### config.mk
export PLATFORM = sky130hd
export DESIGN_NAME = freq_meter_multi_flat
export DESIGN_NICKNAME = d
export VERILOG_FILES = /design/src/rtl/freq_meter_multi_if.sv /design/src/rtl/freq_meter_multi.sv /design/src/flat_wrapper.sv
export SDC_FILE = /design/constraint.sdc
export NUM_CORES = 1
export LEC_CHECK = 0
export BUFFER_PORTS_ARGS = -buffer_cell sky130_fd_sc_hd__buf_4
export CORE_MARGIN = 1.5
export CORE_UTILIZATION = 40
export CTS_CLUSTER_DIAMETER = 80
export CTS_CLUSTER_SIZE = 16
export DETAILED_ROUTE_END_ITERATION = 8
export PLACE_DENSITY = 0.67
export SYNTH_ARGS = -nofsm -noshare
export SYNTH_HDL_FRONTEND = slang
export SYNTH_SLANG_ARGS = --single-unit
### constraint.sdc
create_clock -name ref_clock -period 4 [get_ports ref_clock]
set_input_delay 1.2 -clock ref_clock [delete_from_list [all_inputs] [get_ports ref_clock]]
set_output_delay 1.2 -clock ref_clock [all_outputs]
set_load 0.005 [all_outputs]
### src/rtl/freq_meter_multi_if.sv
// Control/readback bundle for freq_meter_multi: measurement request, status and result mux.
interface freq_meter_multi_if #(
    parameter int unsigned NUM_CH = 4,
    parameter int unsigned CNT_W  = 32,
    parameter int unsigned WIN_W  = 32
);
    localparam int unsigned SEL_W = (NUM_CH > 1) ? $clog2(NUM_CH) : 1;

    logic             start;
    logic             continuous;
    logic [WIN_W-1:0] window_len;
    logic [SEL_W-1:0] rd_sel;
    logic [CNT_W-1:0] rd_count;
    logic             rd_overflow;
    logic             busy;
    logic             done;
    logic             valid;

    modport master (
        output start, continuous, window_len, rd_sel,
        input  rd_count, rd_overflow, busy, done, valid
    );

    modport slave (
        input  start, continuous, window_len, rd_sel,
        output rd_count, rd_overflow, busy, done, valid
    );
endinterface

### src/rtl/freq_meter_multi.sv
// Multi-channel frequency meter: counts synchronised toggle edges over a ref_clock gate window
// and double-buffers the per-channel counts for readback.
module freq_meter_multi #(
    parameter int unsigned NUM_CH      = 4,
    parameter int unsigned CNT_W       = 32,
    parameter int unsigned WIN_W       = 32,
    parameter int unsigned SYNC_STAGES = 2
) (
    input  logic              ref_clock,
    input  logic              reset,
    input  logic [NUM_CH-1:0] target_toggle,
    freq_meter_multi_if.slave bus
);
    localparam int unsigned SEL_W = (NUM_CH > 1) ? $clog2(NUM_CH) : 1;
    localparam logic [CNT_W-1:0] CNT_MAX = {CNT_W{1'b1}};

    typedef enum logic [1:0] {S_IDLE, S_ARM, S_MEASURE, S_LATCH} state_t;

    state_t            state_q;
    logic [WIN_W-1:0]  win_cnt_q;
    logic              busy_q;
    logic              done_q;
    logic              valid_q;

    logic [NUM_CH-1:0] sync_q [SYNC_STAGES];
    logic [NUM_CH-1:0] hist_q;
    logic [NUM_CH-1:0] edge_det;

    logic [CNT_W-1:0]  cnt_q     [NUM_CH];
    logic [NUM_CH-1:0] ovf_q;
    logic [CNT_W-1:0]  res_cnt_q [NUM_CH];
    logic [NUM_CH-1:0] res_ovf_q;

    logic [CNT_W-1:0]  rd_count_c;
    logic              rd_overflow_c;

    // Toggle synchronisers plus one history stage; any transition is one edge.
    always_ff @(posedge ref_clock or negedge reset) begin
        if (!reset) begin
            for (int s = 0; s < SYNC_STAGES; s++) sync_q[s] <= '0;
            hist_q <= '0;
        end else begin
            sync_q[0] <= target_toggle;
            for (int s = 1; s < SYNC_STAGES; s++) sync_q[s] <= sync_q[s-1];
            hist_q <= sync_q[SYNC_STAGES-1];
        end
    end

    assign edge_det = sync_q[SYNC_STAGES-1] ^ hist_q;

    // Measurement sequencer; edges outside MEASURE are dropped.
    always_ff @(posedge ref_clock or negedge reset) begin
        if (!reset) begin
            state_q   <= S_IDLE;
            win_cnt_q <= '0;
            busy_q    <= 1'b0;
            done_q    <= 1'b0;
            valid_q   <= 1'b0;
            ovf_q     <= '0;
            res_ovf_q <= '0;
            for (int i = 0; i < NUM_CH; i++) begin
                cnt_q[i]     <= '0;
                res_cnt_q[i] <= '0;
            end
        end else begin
            done_q <= 1'b0;
            case (state_q)
                S_IDLE: begin
                    if (bus.start) begin
                        state_q <= S_ARM;
                        busy_q  <= 1'b1;
                    end
                end
                S_ARM: begin
                    for (int i = 0; i < NUM_CH; i++) cnt_q[i] <= '0;
                    ovf_q     <= '0;
                    win_cnt_q <= (bus.window_len == '0) ? WIN_W'(1) : bus.window_len;
                    state_q   <= S_MEASURE;
                end
                S_MEASURE: begin
                    for (int i = 0; i < NUM_CH; i++) begin
                        if (edge_det[i]) begin
                            if (cnt_q[i] == CNT_MAX) ovf_q[i] <= 1'b1;
                            else                     cnt_q[i] <= cnt_q[i] + CNT_W'(1);
                        end
                    end
                    win_cnt_q <= win_cnt_q - WIN_W'(1);
                    if (win_cnt_q == WIN_W'(1)) state_q <= S_LATCH;
                end
                S_LATCH: begin
                    for (int i = 0; i < NUM_CH; i++) res_cnt_q[i] <= cnt_q[i];
                    res_ovf_q <= ovf_q;
                    done_q    <= 1'b1;
                    valid_q   <= 1'b1;
                    if (bus.continuous) begin
                        state_q <= S_ARM;
                    end else begin
                        state_q <= S_IDLE;
                        busy_q  <= 1'b0;
                    end
                end
                default: begin
                    state_q <= S_IDLE;
                    busy_q  <= 1'b0;
                end
            endcase
        end
    end

    // Zero-latency result readback; unmapped selects read as zero.
    always_comb begin
        rd_count_c    = '0;
        rd_overflow_c = 1'b0;
        for (int i = 0; i < NUM_CH; i++) begin
            if (bus.rd_sel == SEL_W'(i)) begin
                rd_count_c    = res_cnt_q[i];
                rd_overflow_c = res_ovf_q[i];
            end
        end
    end

    assign bus.rd_count    = rd_count_c;
    assign bus.rd_overflow = rd_overflow_c;
    assign bus.busy        = busy_q;
    assign bus.done        = done_q;
    assign bus.valid       = valid_q;
endmodule

### src/flat_wrapper.sv
// flat-port wrapper written by rule: the top's interface ports become plain ports
module freq_meter_multi_flat 
#(
    parameter int unsigned NUM_CH      = 4,
    parameter int unsigned CNT_W       = 32,
    parameter int unsigned WIN_W       = 32,
    parameter int unsigned SYNC_STAGES = 2
)
  (ref_clock, reset, target_toggle, bus_start, bus_continuous, bus_window_len, bus_rd_sel, bus_rd_count, bus_rd_overflow, bus_busy, bus_done, bus_valid);
  freq_meter_multi_if #(.NUM_CH(NUM_CH), .CNT_W(CNT_W), .WIN_W(WIN_W)) bus_i ();
  input  logic ref_clock;
  input  logic reset;
  input  logic [NUM_CH-1:0] target_toggle;
  input wire logic [$bits(bus_i.start)-1:0] bus_start;
  input wire logic [$bits(bus_i.continuous)-1:0] bus_continuous;
  input wire logic [$bits(bus_i.window_len)-1:0] bus_window_len;
  input wire logic [$bits(bus_i.rd_sel)-1:0] bus_rd_sel;
  output wire logic [$bits(bus_i.rd_count)-1:0] bus_rd_count;
  output wire logic [$bits(bus_i.rd_overflow)-1:0] bus_rd_overflow;
  output wire logic [$bits(bus_i.busy)-1:0] bus_busy;
  output wire logic [$bits(bus_i.done)-1:0] bus_done;
  output wire logic [$bits(bus_i.valid)-1:0] bus_valid;
  assign bus_i.start = bus_start;
  assign bus_i.continuous = bus_continuous;
  assign bus_i.window_len = bus_window_len;
  assign bus_i.rd_sel = bus_rd_sel;
  assign bus_rd_count = bus_i.rd_count;
  assign bus_rd_overflow = bus_i.rd_overflow;
  assign bus_busy = bus_i.busy;
  assign bus_done = bus_i.done;
  assign bus_valid = bus_i.valid;
  freq_meter_multi #(.NUM_CH(NUM_CH), .CNT_W(CNT_W), .WIN_W(WIN_W), .SYNC_STAGES(SYNC_STAGES)) u_core (.ref_clock(ref_clock), .reset(reset), .target_toggle(target_toggle), .bus(bus_i));
endmodule
==> results.md, run 1 <==
- Crit Path Category: input pin to output pin
- Crit path buffers/inverters: 3
- HP Class: flip-flop to flip-flop
- R2R depth: 7
- Root Driver: clkbuf_16
- Final nets: 1565
- First-pass GRT wire length: 69.5 mm
- CP Capture Type: output pin
- Routed Antenna Nets: 0
- Post-synthesis sequential area ratio: 49.4%
- Depth of the CTS H-tree: 1
- Worst-path clk slew: 0.08 ns
- Mapped Area: 15800 sq um
- Place WS: 0.357 ns
- VDD IR max: 0.236 mV
- Total power: 6180 uW
- Ports: 78
- Total setup buffers inserted after CTS: 0
- Final setup fails: 0
- Die area: 40800 sq um
- Cell area power density: 348 nW/um^2
- Die width: 202 microns
- Clock buffer depth: 3
- IO buf count: 77
- Mapped Cells: 1464
- Worst path max stage delay: 0.52 ns
- Setup TNS: 0 ns
- Min Tclk post-route: 3.63 ns
- Die Y-Extent: 202 microns
- Largest net degree at the start of global routing: 81
- Area Growth Syn to Fin: 12.1%
- CP startpoint kind: input pin
- DRT iter0 DRCs: 1018
- Hold path cells: 0
- # resized after CTS: 0
- F_max: 276 MHz
- Filler cells: 3514
- Delay-heaviest family, CP: buffers and inverters
- Syn. warnings: 0
- Library cells used by synthesis: 72
- Syn_nets: 1515
- WP data arrival: 2.43 ns
- TritonCTS Sinks: 313
- Vias after detailed routing: 12.6k
- Top FF cell, synth: dfrtp_1
- CTS tree: done
- Most common cell after layout, fill and taps aside: dfrtp_1
- Final worst slack: 0.375 ns
- Hold Buf Count CTS: 0
- Most frequent cells in the layout: 313 x dfrtp_1, 133 x mux2_2, 118 x a21oi_1
- Crit path max-delay cell type: mux4_2
- # diodes: 0
- Status: completed
- Initial Util: 40.8%
- Drt drc: 0
- Placed wire-length estimate: 31.7 mm
- Number of global-route vias before repair: 12.0k
- Core Rows: 72
- Worst EP required: 2.80 ns
- Number of max-cap violations: 0
- GRT overflow: 0
- Final core occ: 45.8%
- Clock Latency Late Sink: 0.54 ns
- Most frequent CP cell: buf_4
- LEAKAGE: 0.00761 uW
- Initial antenna violation count: 0
- Measured slew at the worst slew-check pin: 0.994 ns
- Slew Viols, Final: 0
- Fin crit share: 90.6%
- Share of layout cells above drive strength 1: 22.0%
- Final Skew: 0.0186 ns
- Post-synth EDFFs: 0
- DR vias/cell: 6.18
- GP Congestion: 0.917
- Avg Inst Size Synth: 10.8 sq um
- TritonCTS Buffers: 24
- 1st-pass router iterations: 5
- Avg WL per Cell: 21.4 microns
- Total GRT Usage: 21.2%
- Final hold viol count: 0
- WL final: 43.6 mm
- CP cell instances: buf_4 -> buf_4 -> mux4_2 -> buf_4
- Crit path depth: 4
- Core ar.: 38800 sq um
- RSZ-0062 raised after global routing: false
- Yosys reg bits: 313
- Critical-path maximum fanout: 17
- Slew headroom: 32.0%
- Async SR Flop Fraction: 100%
==> kinds of logic after synthesis <==
family / synth area share (%)
AO/OA/AOI/OAI: 12.6
XOR/XNOR: 0.774
multiplexers: 15.6
adder cells (fa/ha/maj): 0.711
AND/OR/NAND/NOR: 18.2
flip-flops: 49.4
buffers and inverters: 2.67
==> routing by layer <==
| layer | global-route usage, % | part of all wire (%) | routed length (microns) | vias to the layer above |
|---|---|---|---|---|
| li1 | - | - | - | 5707 |
| met1 | 27.8 | 41 | 18000 | 6340 |
| met2 | 36.5 | 50 | 21900 | 424 |
| met3 | 2.00 | 4.9 | 2120 | 96 |
| met4 | 7.94 | 3.9 | 1700 | 0 |
| met5 | 0 | 0 | 0 | - |
==> flip-flops by register name (all words and copies together) (netlist names) <==
name / flops
u_core.bus.busy: 1
u_core.bus.done: 1
u_core.hist_q: 4
u_core.cnt_q: 128
u_core.res_ovf_q: 4
u_core.bus.valid: 1
u_core.win_cnt_q: 32
u_core.sync_q: 8
u_core.res_cnt_q: 128
u_core.ovf_q: 4
u_core.state_q: 2
==> Yosys cell counts (all sizes together) (3+ instances only) <==
master / n / share of area, %
dfrtp: 313 / 49
mux2: 133 / 9.5
a21oi: 118 / 3.7
nand2: 94 / 2.2
o21ai: 72 / 2.3
nand3: 70 / 2.2
clkbuf: 65 / 1.5
nor2: 61 / 1.5
nand4: 55 / 2.3
or3: 52 / 2.1
or4: 45 / 2.2
o31ai: 43 / 2.1
nor4: 36 / 1.5
mux4: 33 / 4.7
mux2i: 23 / 1.5
o22ai: 22 / 0.87
inv: 20 / 0.47
and3: 19 / 0.75
buf: 19 / 0.66
a31oi: 17 / 0.67
nor3: 17 / 0.54
and4: 16 / 0.88
nand2b: 10 / 0.39
o211ai: 10 / 0.47
and2: 9 / 0.36
ha: 9 / 0.71
or2: 9 / 0.36
xor2: 8 / 0.44
xnor2: 6 / 0.33
a221o: 4 / 0.25
a31o: 4 / 0.22
o2111ai: 4 / 0.22
a2111oi: 3 / 0.32
a21o: 3 / 0.14
a41o: 3 / 0.19
nand3b: 3 / 0.14
nand4b: 3 / 0.17
nor2b: 3 / 0.12
o311ai: 3 / 0.17
==> final cells by class <==
type	instances	area [sq um]	area share [%]
inverter	20	75.1	0.423
tap	518	648	3.65
clock inverter	4	55.1	0.310
sequential	313	7830	44.1
clock buffer	25	626	3.52
timing repair buffer	108	906	5.10
multi-input combinational	1047	7620	42.9
==> worst register-to-register path: cells and delay by family, from the launching register on <==
kind | cells | cell delay, ns
buffers and inverters | 1 | 0.10
flip-flops | 1 | 0.41
AO/OA/AOI/OAI | 2 | 0.70
adder cells (fa/ha/maj) | 1 | 0.34
AND/OR/NAND/NOR | 3 | 1.57
==> power by group <==
part | leakage (uW) | switching (uW) | internal (uW)
clock network | 0.000337 | 1130 | 1180
logic | 0.00305 | 255 | 175
registers | 0.00423 | 185 | 3260
==> path summary, 6_finish.rpt <==
path	start	to	slack, ns
setup / recovery	bus_rd_sel[0]	bus_rd_count[24]	0.37
hold / removal	u_core.sync_q[5]$_DFF_PN0_	u_core.sync_q[1]$_DFF_PN0_	0.34
setup reg to reg	u_core.state_q[0]$_DFFE_PN0P_	u_core.cnt_q[77]$_DFFE_PN0P_	0.81
hold reg to reg	u_core.sync_q[5]$_DFF_PN0_	u_core.sync_q[1]$_DFF_PN0_	0.34
max in group asynchronous	reset	u_core.res_cnt_q[34]$_DFFE_PN0P_	2.46
min in group asynchronous	reset	u_core.res_cnt_q[94]$_DFFE_PN0P_	0.65
==> metrics by stage <==
stage / hold WS (ns) / area [sq um] / cells
finish: 0.344 / 17800 / 2035
global route: 0.361 / 17800 / 2035
CTS: 0.349 / 17800 / 2035
detailed placement: 0.336 / 17100 / 2006
global placement: 0.334 / 17100 / 2006
floorplan: 0.331 / 15800 / 1464
Note: power is estimated with default switching activity, not from simulation.
==> run 2, diff against run 1 <==
Clock period 4 ns to 4.1 ns, I/O delays scaled along.
==> run 2 against run 1 <==
Net effect: total power down 3.0%; clock-buffer cell count is 3 higher; sequential share of layout area grew 0.068 points; worst setup slack better by 0.076 ns; first-iteration DRC count up 4.1%; sequential power fell by 3%; hold slack better by 0.0048 ns; critical path depth unchanged; sequential cell count stayed put.
==> results.md, run 2 (synthesized netlist as in run 1, its figures left out) <==
- F_max: 274 MHz
- Status: completed
- Most frequent cells in the layout: 313 x dfrtp_1, 133 x mux2_2, 118 x a21oi_1
- Core ar.: 38800 sq um
- Die width: 202 microns
- DRT iter0 DRCs: 1060
- WP data arrival: 2.42 ns
- Worst slack on hold paths: 0.349 ns
- Total setup buffers inserted after CTS: 0
- # resized after CTS: 0
- Area Growth Syn to Fin: 11.9%
- Crit Path Category: input pin to output pin
- Root Driver: clkbuf_16
- Fin crit share: 89.0%
- Worst-path clk slew: 0.07 ns
- Core Rows: 72
- GP Congestion: 0.917
- WL final: 44.1 mm
- Total GRT Usage: 21.4%
- Placed wire-length estimate: 31.6 mm
- Final Skew: 0.0154 ns
- Slew Viols, Final: 0
- Largest net degree at the start of global routing: 97
- Ports: 78
- Measured slew at the worst slew-check pin: 1.01 ns
- IO buf count: 77
- Number of global-route vias before repair: 12.1k
- Final setup fails: 0
- Avg WL per Cell: 21.6 microns
- Clock buffer depth: 3
- VDD IR max: 0.314 mV
- CP startpoint kind: input pin
- Drt drc: 0
- Top Usage Layer GRT: met2
- Met2 usage: 37.2%
- GRT met3 Usage: 2.31%
- Die Y-Extent: 202 microns
- GRT overflow: 0
- Die area: 40800 sq um
- Dpl cell area: 17100 sq um
- LEAKAGE: 0.00759 uW
- Final hold viol count: 0
- # diodes: 0
- Met1 usage: 27.9%
- CP cell instances: buf_4 -> buf_4 -> mux4_2 -> buf_4
- R2R Setup Slk: 1.13 ns
- DR vias/cell: 6.19
- Most common cell after layout, fill and taps aside: dfrtp_1
- Setup TNS: 0 ns
- Crit path buffers/inverters: 3
- Cell area power density: 338 nW/um^2
- Most frequent CP cell: buf_4
- Clock Latency Late Sink: 0.54 ns
- Share of layout cells above drive strength 1: 22.1%
- Largest registers: u_core.cnt_q x128, u_core.res_cnt_q x128, u_core.win_cnt_q x32
- First-pass GRT wire length: 69.8 mm
- Initial Util: 40.8%
- HP Class: flip-flop to flip-flop
- TritonCTS Buffers: 24
- Worst path max stage delay: 0.52 ns
- CP Capture Type: output pin
- 1st-pass router iterations: 6
- Crit path max-delay cell type: mux4_2
- Number of max-cap violations: 0
- Final core occ: 45.7%
- Vias after detailed routing: 12.6k
- Hold Buf Count CTS: 0
- Min Tclk post-route: 3.65 ns
- Initial antenna violation count: 1
- Routed Antenna Nets: 0
- Depth of the CTS H-tree: 1
- Final instance area: 17700 sq um
- CTS tree: done
- Worst EP required: 2.87 ns
- Critical-path maximum fanout: 13
- Final nets: 1565
- RSZ-0062 raised after global routing: false
- TritonCTS Sinks: 313
- Delay-heaviest family, CP: buffers and inverters
- Slew headroom: 32.3%
==> run 2: changes by cell type in the layout (fill, tap and decap cells not counted) <==
| cell | change |
|---|---|
| clkinv_2 | -1 |
| buf_4 | +1 |
| inv_8 | -1 |
| buf_12 | -2 |
| bufinv_16 | -1 |
| clkbuf_1 | +1 |
| buf_2 | +1 |
| clkbuf_8 | +2 |
| clkinvlp_4 | +2 |
==> run 2: metrics by stage <==
step,cells,setup slack (ns),total power [uW]
after CTS,2036,0.425,6050
after global routing,2037,0.404,6240
after global placement,2005,0.452,3810
final,2037,0.450,6000
after floorplan,1464,0.254,3590
after detailed placement,2005,0.426,3820
==> run 2: path summary, 6_finish.rpt <==
path | startpoint | to | cells after the start
min in group asynchronous | reset | u_core.res_cnt_q[88]$_DFFE_PN0P_ | 1
max in group asynchronous | reset | u_core.res_cnt_q[14]$_DFFE_PN0P_ | 2
worst min register to register | u_core.sync_q[6]$_DFF_PN0_ | u_core.sync_q[2]$_DFF_PN0_ | 0
worst max register to register | u_core.state_q[0]$_DFFE_PN0P_ | u_core.cnt_q[83]$_DFFE_PN0P_ | 8
worst min-delay path | u_core.sync_q[6]$_DFF_PN0_ | u_core.sync_q[2]$_DFF_PN0_ | 0
worst max-delay path | bus_rd_sel[0] | bus_rd_count[5] | 4
==> run 2: area by class of cell <==
cell class                      count  area, sq um
Clock buffer                       28          657
Clock inverter                      3         23.8
Fill cell                        3533        21100
Inverter                           20         75.1
Multi-Input combinational cell   1047         7620
Sequential cell                   313         7830
Tap cell                          518          648
Timing Repair Buffer              108          878
==> run 2: where the power goes <==
group          total, uW  switching, uW  internal [uW]
clock               2240           1110           1130
sequential          3350            165           3180
combinational        417            247            169
total               6000           1520           4480
==> run 2: metal layers <==
| metal | wire (microns) | vias to the layer above |
|---|---|---|
| met2 | 22100 | 346 |
| met3 | 1930 | 90 |
| li1 | - | 5715 |
| met1 | 18500 | 6450 |
| met5 | 12 | - |
| met4 | 1530 | 2 |
==> run 3, diff against run 2 <==
Settings changed: RECOVER_POWER set to 25.
==> run 3 against run 2 <==
Net effect: the flow now finishes with violations (max-capacitance violations, max-slew violations); first-iteration DRC count decreased by 2.4%; clock power is essentially flat; sequential share of layout area grew 0.097 points; register-to-register slack gained 0.02 ns; final cell count is the same; combinational power is essentially flat; hold slack about the same; die area did not move; final area decreased by 0.22%; fmax fell by 0.18%; critical path depth stayed put.
==> results.md, run 3 (synthesized netlist as in run 1, its figures left out) <==
- Switching Power: 1530 uW
- R2R depth: 3
- Total setup buffers inserted after CTS: 0
- HP Class: flip-flop to flip-flop
- Failing checks: max-capacitance violations, max-slew violations
- Hold Crit Start: u_core.sync_q[6]$_DFF_PN0_
- Clock buffer depth: 3
- Final worst slack: 0.444 ns
- Die width: 202 microns
- Delay-heaviest family, CP: buffers and inverters
- Vias after detailed routing: 12.6k
- Share of layout cells above drive strength 1: 21.9%
- 1st-pass router iterations: 5
- Number of max-cap violations: 2
- Final Skew: 0.0163 ns
- Placed wire-length estimate: 31.6 mm
- Worst EP required: 2.87 ns
- Initial Util: 40.8%
- TritonCTS Sinks: 313
- Min Tclk post-route: 3.66 ns
- GP Congestion: 0.917
- LEAKAGE: 0.00758 uW
- # diodes: 0
- RSZ-0062 raised after global routing: false
- Die area: 40800 sq um
- Net Sw Frac: 25.4%
- Hold Buf Count CTS: 0
- R2R Setup Slk: 1.15 ns
- Worst path max stage delay: 0.52 ns
- Measured slew at the worst slew-check pin: 2.24 ns
- VDD IR max: 0.314 mV
- Slew headroom: -49.4%
- RR Startpoint: u_core.state_q[1]$_DFFE_PN0P_
- Routed Antenna Nets: 0
- IO buf count: 77
- First-pass GRT wire length: 69.8 mm
- Clock network fraction of design power: 37.3%
- Total power: 6000 uW
- Register share of total power: 55.8%
- Ports: 78
- # resized after CTS: 0
- CTS tree: done
- Setup TNS: 0 ns
- F_max: 274 MHz
- Avg WL per Cell: 21.7 microns
- Cell area power density: 339 nW/um^2
- Initial antenna violation count: 1
- Place WS: 0.426 ns
- Crit path buffers/inverters: 3
- Crit path max-delay cell type: mux4_2
- Hold path cells: 0
- WL final: 44.1 mm
- Final hold viol count: 0
- Largest net degree at the start of global routing: 97
- Area Growth Syn to Fin: 11.7%
- Most frequent cells in the layout: 313 x dfrtp_1, 133 x mux2_2, 118 x a21oi_1
- Number of global-route vias before repair: 12.1k
- Depth of the CTS H-tree: 1
- Most common cell after layout, fill and taps aside: dfrtp_1
- DRT iter0 DRCs: 1035
- Most frequent CP cell: buf_4
- Worst Hold Path EP: u_core.sync_q[2]$_DFF_PN0_
- Die Y-Extent: 202 microns
- Core Rows: 72
- Final nets: 1565
- Status: finished with violations
- Clock Latency Late Sink: 0.54 ns
- Core ar.: 38800 sq um
- CP cell instances: buf_4 -> buf_4 -> mux4_2 -> buf_4
- GRT overflow: 0
- CP startpoint kind: input pin
- Largest registers: u_core.cnt_q x128, u_core.res_cnt_q x128, u_core.win_cnt_q x32
- Fin crit share: 89.2%
- Final setup fails: 0
- Combinational power share: 6.9%
- CP Capture Type: output pin
- Internal Pwr Total: 4480 uW
- Drt drc: 0
- Slew Viols, Final: 123
- TritonCTS Buffers: 24
- Root Driver: clkbuf_16
- WP data arrival: 2.43 ns
- Total GRT Usage: 21.4%
- DR vias/cell: 6.20
- Worst-path clk slew: 0.06 ns
- Critical-path maximum fanout: 13
- Crit Path Category: input pin to output pin
- Worst R2R End: u_core.res_cnt_q[95]$_DFFE_PN0P_
## run 3: how the worst max path moves through the flow
stage / cells past startpoint / start / slack, ns / end
CTS: 4 / bus_rd_sel[0] / 0.43 / bus_rd_count[5]
global route: 2 / reset / 0.27 / u_core.cnt_q[62]$_DFFE_PN0P_
global placement: 4 / bus_rd_sel[0] / 0.45 / bus_rd_count[9]
finish: 4 / bus_rd_sel[0] / 0.44 / bus_rd_count[5]
floorplan: 3 / bus_rd_sel[0] / 0.25 / bus_rd_count[10]
detailed placement: 4 / bus_rd_sel[0] / 0.43 / bus_rd_count[5]
## run 3: final cells by class
cell class	instances	area, sq um
Clock buffer	28	657
Clock inverter	3	23.8
Fill cell	3536	21100
Inverter	20	75.1
Multi-Input combinational cell	1047	7610
Sequential cell	313	7830
Tap cell	518	648
Timing Repair Buffer	108	852
## run 3: worst register-to-register path: stages (launching register included)
cell     delay, ns
dfrtp_1       0.39
ha_1          1.42
buf_12        0.51
mux2_2        0.52
## run 3: power groups by stage
stage	combinational [uW]	sequential, uW	clock (uW)
global route	475	3360	2400
finish	415	3350	2240
global placement	405	3400	0
CTS	422	3340	2280
detailed placement	420	3400	0
floorplan	258	3330	0
## run 3: through the flow
stage                     utilization, %  area [sq um]  hold WS [ns]  cells
final                               45.6         17700         0.349   2037
after global routing                45.6         17700         0.363   2037
after CTS                           45.7         17700         0.352   2036
after detailed placement            43.9         17100         0.336   2005
after global placement              43.9         17100         0.335   2005
after floorplan                        -         15800         0.331   1464
## run 3: per-layer routing
layer  global-route usage [%]  part of all wire [%]
met3                     2.31                   4.6
met4                     6.82                   3.1
met1                     27.9                    42
met5                        0                 0.027
met2                     37.2                    50
